## src/rtl/di_term_pkg.sv

```systemverilog
// Shared constants for the DI terminal multiplexer.
//   WCNT_WIDTH   : width of the slow-terminal wait counter
//   TIMEOUT_DATA : read data presented while the watchdog forces completion
package di_term_pkg;

  localparam int unsigned WCNT_WIDTH = 8;

  localparam logic [15:0] TIMEOUT_DATA = 16'hDEAD;

endpackage

```

## src/rtl/di_wait_counter.sv

```systemverilog
// Wait-state counter shared by all slow terminals.
// Ports:
//   clk_i       : clock, rising edge
//   rst_i       : asynchronous active-high reset; counter resets to WAIT_CYCLES
//   load_max_i  : selection is not slow or has just changed -> counter = WAIT_CYCLES
//   clear_i     : host strobe (read request or write) -> counter = 0
//   wait_done_o : counter has reached WAIT_CYCLES
module di_wait_counter
  import di_term_pkg::*;
#(
  parameter int unsigned WAIT_CYCLES = 63
) (
  input  logic clk_i,
  input  logic rst_i,
  input  logic load_max_i,
  input  logic clear_i,
  output logic wait_done_o
);

  localparam logic [WCNT_WIDTH-1:0] WaitMax = WCNT_WIDTH'(WAIT_CYCLES);

  logic [WCNT_WIDTH-1:0] wcnt_q, wcnt_d;

  always_comb begin
    wcnt_d = wcnt_q;
    if (load_max_i) begin
      wcnt_d = WaitMax;
    end else if (clear_i) begin
      // Simultaneous read and write strobes still clear only once.
      wcnt_d = '0;
    end else if (wcnt_q < WaitMax) begin
      wcnt_d = wcnt_q + WCNT_WIDTH'(1);
    end else begin
      wcnt_d = WaitMax;
    end
  end

  always_ff @(posedge clk_i or posedge rst_i) begin
    if (rst_i) begin
      wcnt_q <= WaitMax;
    end else begin
      wcnt_q <= wcnt_d;
    end
  end

  assign wait_done_o = (wcnt_q == WaitMax);

endmodule

```

## src/rtl/di_term_mux.sv

```systemverilog
// DI terminal multiplexer: decodes the host terminal address into a one-hot
// terminal select, muxes read data (registered) and ready flags back to the
// host, and emulates wait states for terminals flagged slow.
// Optional watchdog enabled by defining DI_TERM_TIMEOUT_EN.
// Ports:
//   ifclk          : clock, rising edge
//   reset          : asynchronous active-high reset
//   di_term_addr   : host-selected terminal address
//   di_read_req    : host read strobe
//   di_write       : host write strobe
//   di_read_mode   : host waiting on a read (watchdog only)
//   di_write_mode  : host waiting on a write (watchdog only)
//   term_datao     : per-terminal read data, terminal i at [DATA_WIDTH*i +: DATA_WIDTH]
//   term_read_rdy  : per-terminal read ready
//   term_write_rdy : per-terminal write ready
//   term_sel       : one-hot terminal select, zero on address miss
//   di_reg_datao   : registered read data to the host
//   di_read_rdy    : muxed read ready
//   di_write_rdy   : muxed write ready
//   timeout_err    : one-cycle watchdog pulse (tied 0 without the watchdog)
module di_term_mux
  import di_term_pkg::*;
#(
  parameter int unsigned             NUM_TERM       = 4,
  parameter int unsigned             DATA_WIDTH     = 16,
  parameter logic [NUM_TERM*16-1:0]  TERM_ADDRS     = {16'd3, 16'd2, 16'd1, 16'd0},
  parameter logic [NUM_TERM-1:0]     SLOW_MASK      = '0,
  parameter int unsigned             WAIT_CYCLES    = 63,
  parameter logic [DATA_WIDTH-1:0]   DEFAULT_DATA   = '0,
  parameter int unsigned             TIMEOUT_CYCLES = 1023
) (
  input  logic                           ifclk,
  input  logic                           reset,
  input  logic [15:0]                    di_term_addr,
  input  logic                           di_read_req,
  input  logic                           di_write,
  input  logic                           di_read_mode,
  input  logic                           di_write_mode,
  input  logic [NUM_TERM*DATA_WIDTH-1:0] term_datao,
  input  logic [NUM_TERM-1:0]            term_read_rdy,
  input  logic [NUM_TERM-1:0]            term_write_rdy,
  output logic [NUM_TERM-1:0]            term_sel,
  output logic [DATA_WIDTH-1:0]          di_reg_datao,
  output logic                           di_read_rdy,
  output logic                           di_write_rdy,
  output logic                           timeout_err
);

  localparam logic [DATA_WIDTH-1:0] TimeoutData = DATA_WIDTH'(TIMEOUT_DATA);

  logic                  hit;
  logic                  sel_slow;
  logic                  sel_rrdy;
  logic                  sel_wrdy;
  logic [DATA_WIDTH-1:0] sel_data;

  logic [NUM_TERM-1:0]   sel_prev_q, sel_prev_d;
  logic [DATA_WIDTH-1:0] datao_q, datao_d;

  logic                  wait_done;
  logic                  load_max;
  logic                  raw_read_rdy;
  logic                  raw_write_rdy;

  // Address decode. Scanning from the top index down lets the lowest matching
  // index overwrite any higher one, so duplicates resolve to the lowest entry.
  always_comb begin
    hit      = 1'b0;
    sel_slow = 1'b0;
    sel_rrdy = 1'b0;
    sel_wrdy = 1'b0;
    sel_data = DEFAULT_DATA;
    term_sel = '0;
    for (int i = NUM_TERM - 1; i >= 0; i--) begin
      if (di_term_addr == TERM_ADDRS[16*i +: 16]) begin
        hit         = 1'b1;
        term_sel    = '0;
        term_sel[i] = 1'b1;
        sel_slow    = SLOW_MASK[i];
        sel_rrdy    = term_read_rdy[i];
        sel_wrdy    = term_write_rdy[i];
        sel_data    = term_datao[DATA_WIDTH*i +: DATA_WIDTH];
      end
    end
  end

  // Previous selection, used to restart the wait window on any change.
  // Cleared on reset so the first cycle after release also counts as a change.
  assign sel_prev_d = term_sel;
  assign datao_d    = sel_data;

  always_ff @(posedge ifclk or posedge reset) begin
    if (reset) begin
      sel_prev_q <= '0;
      datao_q    <= '0;
    end else begin
      sel_prev_q <= sel_prev_d;
      datao_q    <= datao_d;
    end
  end

  assign load_max = !(hit && sel_slow) || (term_sel != sel_prev_q);

  di_wait_counter #(
    .WAIT_CYCLES (WAIT_CYCLES)
  ) u_wait_counter (
    .clk_i       (ifclk),
    .rst_i       (reset),
    .load_max_i  (load_max),
    .clear_i     (di_read_req | di_write),
    .wait_done_o (wait_done)
  );

  // Ready mux before any watchdog override. A miss reports ready so the host
  // never stalls on an unmapped address.
  always_comb begin
    raw_read_rdy  = 1'b1;
    raw_write_rdy = 1'b1;
    if (hit) begin
      if (sel_slow) begin
        raw_read_rdy  = sel_rrdy & wait_done & ~di_read_req;
        raw_write_rdy = sel_wrdy & wait_done & ~di_write;
      end else begin
        raw_read_rdy  = sel_rrdy;
        raw_write_rdy = sel_wrdy;
      end
    end
  end

`ifdef DI_TERM_TIMEOUT_EN
  localparam int unsigned WdWidth = $clog2(TIMEOUT_CYCLES + 1);
  localparam logic [WdWidth-1:0] WdLimit = WdWidth'(TIMEOUT_CYCLES);

  logic [WdWidth-1:0] wd_cnt_q, wd_cnt_d;
  logic               forced_q, forced_d;
  logic               err_q, err_d;
  logic               stall;

  assign stall = (di_read_mode & ~raw_read_rdy) | (di_write_mode & ~raw_write_rdy);

  always_comb begin
    wd_cnt_d = '0;
    forced_d = forced_q;
    err_d    = 1'b0;
    if (forced_q) begin
      // Hold the forced completion until the host leaves both modes.
      if (!di_read_mode && !di_write_mode) begin
        forced_d = 1'b0;
      end
    end else if (stall) begin
      wd_cnt_d = wd_cnt_q + WdWidth'(1);
      if (wd_cnt_d == WdLimit) begin
        forced_d = 1'b1;
        err_d    = 1'b1;
        wd_cnt_d = '0;
      end
    end
  end

  always_ff @(posedge ifclk or posedge reset) begin
    if (reset) begin
      wd_cnt_q <= '0;
      forced_q <= 1'b0;
      err_q    <= 1'b0;
    end else begin
      wd_cnt_q <= wd_cnt_d;
      forced_q <= forced_d;
      err_q    <= err_d;
    end
  end

  assign di_read_rdy  = raw_read_rdy | forced_q;
  assign di_write_rdy = raw_write_rdy | forced_q;
  assign di_reg_datao = forced_q ? TimeoutData : datao_q;
  assign timeout_err  = err_q;
`else
  logic unused_wdog;
  assign unused_wdog  = di_read_mode ^ di_write_mode ^ (TIMEOUT_CYCLES != 0) ^ (|TimeoutData);

  assign di_read_rdy  = raw_read_rdy;
  assign di_write_rdy = raw_write_rdy;
  assign di_reg_datao = datao_q;
  assign timeout_err  = 1'b0;
`endif

endmodule
```

## config.mk

```make
export PLATFORM = sky130hd
export DESIGN_NAME = di_term_mux
export DESIGN_NICKNAME = d
export VERILOG_FILES = /design/src/rtl/di_term_pkg.sv /design/src/rtl/di_wait_counter.sv /design/src/rtl/di_term_mux.sv
export SDC_FILE = /design/constraint.sdc
export NUM_CORES = 1
export LEC_CHECK = 0
export ABC_AREA = 1
export CORE_MARGIN = 3
export CORE_UTILIZATION = 31
export CTS_CLUSTER_DIAMETER = 40
export CTS_CLUSTER_SIZE = 40
export DETAILED_ROUTE_END_ITERATION = 10
export PLACE_DENSITY = 0.86
export SKIP_LAST_GASP = 1
export SYNTH_ARGS = -nofsm -noshare
export SYNTH_HDL_FRONTEND = slang
export SYNTH_SLANG_ARGS = --single-unit
```

## constraint.sdc

```tcl
create_clock -name ifclk -period 2.7 [get_ports ifclk]
set_input_delay 0.81 -clock ifclk [delete_from_list [all_inputs] [get_ports ifclk]]
set_output_delay 0.81 -clock ifclk [all_outputs]
set_load 0.01 [all_outputs]
```

==> impl_metrics.toml <==
[status]
outcome = "finished clean"

[drt]
vias = 1815
routedWlPerCell_microns = 13.7
antenna_left = 0
drc = 0
drt_iter0_drc = 49
dr.pass1.iters = 4
viasPerCell = 4.64
wirelength_mm = 5.37

[placement]
place_ws_ns = -0.699
post-dp-hpwl_mm = 3.96
gp_congestion = 0.819
dpl_cell_area_sq_mm = 0.00249
portBuffers = 111
placed_cells = 367

[yosys]
yosys-top-cells-count = "87 x nand2_1, 45 x nand3_1, 16 x dfrtp_1"
yosysMostFrequentCell = "nand2_1"
syn_inst = 200
syn-num-nets = 294
ys_types = 20
ys_seq_area_frac = 0.316
async_flop_share = 1.00
ys.flop_type = "dfrtp_1"
avgSynthCellArea_sq_um = 6.34
synth_area_leaders = "dfrtp_1 32%, nand2_1 26%, nand3_1 18%"
synth_seq_cells = 16
synth_edf_count = 0
yosys_warnings = 0
synthesis.area_sq_mm = 0.00127
synth_top_cell_by_area = "dfrtp_1"
yosysTopAreaCellShare = 0.316

[clock_tree]
cts_root_buffer = "clkbuf_8"
cts_tree = "yes"
htree_levels = 1
cts.clk_slew.worst_paths_ns = 0.06
cts.sinks = 16
numCtsBuffers = 3
cts_buffer_depth = 2

[critical_path]
crit_fanout = 5
required_ns = 1.89
arrival_ns = 1.89
crit_path_frequent_cell = "nand2_1"
worst-path-buf-inv = 3
worst_setup_path_end_kind = "output pin"
crit_path_top_delay_cell = "nor2_4"
cp-start-kind = "input pin"
max_stage_delay_ns = 0.22
crit_type = "in -> out"
crit_family = "simple AND/OR/NAND/NOR gates"
crit_chain = "clkbuf_2 > nor2_2 > nand2_4 > nor2_4 > buf_6 > nand3_2 > nand3_1 > nand2_1 > nand2_1 > buf_2"

[die]
die-area_sq_mm = 0.00490
fp.dieH_microns = 70.0
core_area_sq_mm = 0.00380
start_util = 0.334
rows = 22
io_pins = 117
die_width_microns = 70.0

[layout]
fillerInstances = 309
design_area_sq_mm = 0.00276
nets = 439
syn2layout_area_growth_pct = 118
antenna_cells = 0
final_cells = 391
drive_gt1_frac = 0.297
largest_register_ffs = 16

[global_route]
grt_pass1_wl_mm = 8.23
grt_usage = 0.205
antenna_found_initial = 0
overflow = 0
grt_max_degree = 17
first_global_vias = 1831

[timing]
period_share = 0.999
finalSetupViolations = 0
max_freq_ghz = 0.371
grt_setup_unrepaired = "yes"
slew_headroom = 0.584
slew_viol_final = 0
worst_slack_ns = 0.00376
hold_viol = 0
period_minus_slack_ns = 2.70
tightest_slew_ns = 0.624

[power_and_ir_drop]
vdd_drop_max_mv = 0.162
p_leak_nw = 1.38
total_power_mw = 0.577
p_per_area_mw_per_mm2 = 209

[hold_path]
min_path_type = "in -> async"

[run]
maxCapViolations = 0
## how the worst max path moves through the flow
| stage | from | end | slack (ns) | cells after the start |
|---|---|---|---|---|
| finish | di_term_addr[5] | di_write_rdy | 0.004 | 10 |
| global route | di_term_addr[5] | di_write_rdy | -0.06 | 10 |
| CTS | di_term_addr[1] | di_read_rdy | 0.0005 | 12 |
| detailed placement | di_term_addr[0] | di_read_rdy | -0.70 | 9 |
| global placement | di_term_addr[0] | di_read_rdy | -0.68 | 9 |
| floorplan | di_term_addr[15] | di_write_rdy | 0.26 | 8 |
## what timing repair did
| item | CTS | global route |
|---|---|---|
| pin swaps | 26 | 27 |
| endpoints found under the setup margin | 6 | 5 |
| hold buffers | 0 | 0 |
| hold endpoints to repair | 0 | 0 |
| setup buffers | 18 | 3 |
| cloned | 0 | 0 |
| gates resized for setup | 80 | 43 |
## metrics by stage
stage	setup TNS (ns)	utilization	hold slack (ns)
final	0	0.728	0.956
after global routing	-0.0876	0.728	1.00
after CTS	0	0.713	0.968
after detailed placement	-3.87	0.656	1.22
after global placement	-3.67	0.656	1.21
after floorplan	0	-	0.724
## per-layer routing
| metal | global-route usage | up-vias | part of all wire | wire, microns |
|---|---|---|---|---|
| met4 | 0.0574 | 0 | 0.025 | 132 |
| li1 | - | 921 | - | - |
| met1 | 0.229 | 815 | 0.38 | 2020 |
| met3 | 0.0187 | 12 | 0.042 | 227 |
| met2 | 0.404 | 67 | 0.56 | 2990 |
| met5 | 0 | - | 0 | 0 |
## logic make-up after synthesis
family	Yosys count	share of synthesized area
other	1	0.00296
AOI/OAI and AO/OA	1	0.00394
and+or+nand+nor	156	0.560
buffers and inverters	26	0.117
DFF	16	0.316
## placed cells by master (no fill, tap or decap)
master and n:
nand2_8 1, nor2_1 1, nand4_1 5, clkbuf_2 9
nor2_2 5, nand2_2 5, buf_2 8, conb_1 1
clkbuf_8 3, buf_12 1, clkinv_4 1, and3_4 1
clkdlybuf4s50_1 89, nand3_2 6, dfrtp_1 16, buf_4 36
nand2_1 81, inv_2 6, nand3_4 1, nand3_1 40
nor2_8 1, buf_6 8, nand2_4 2, nor2_4 7
inv_1 8, o21ai_2 1
## cell type report
cell class                      count  area, sq um  area share
Timing Repair Buffer              151         1360       0.491
Sequential cell                    16          400       0.145
Clock buffer                        3         41.3      0.0149
Inverter                           15         61.3      0.0222
Multi-Input combinational cell    158          845       0.306
Tap cell                           48         60.1      0.0217
## report_power, final
part           internal, mW  leakage, nW  switching [mW]
clock network        0.0985       0.0216          0.0718
logic                 0.117         1.13          0.0492
registers             0.240        0.224      0.00000363
total                 0.456         1.38           0.121
Power figures use the tool's default switching activity.
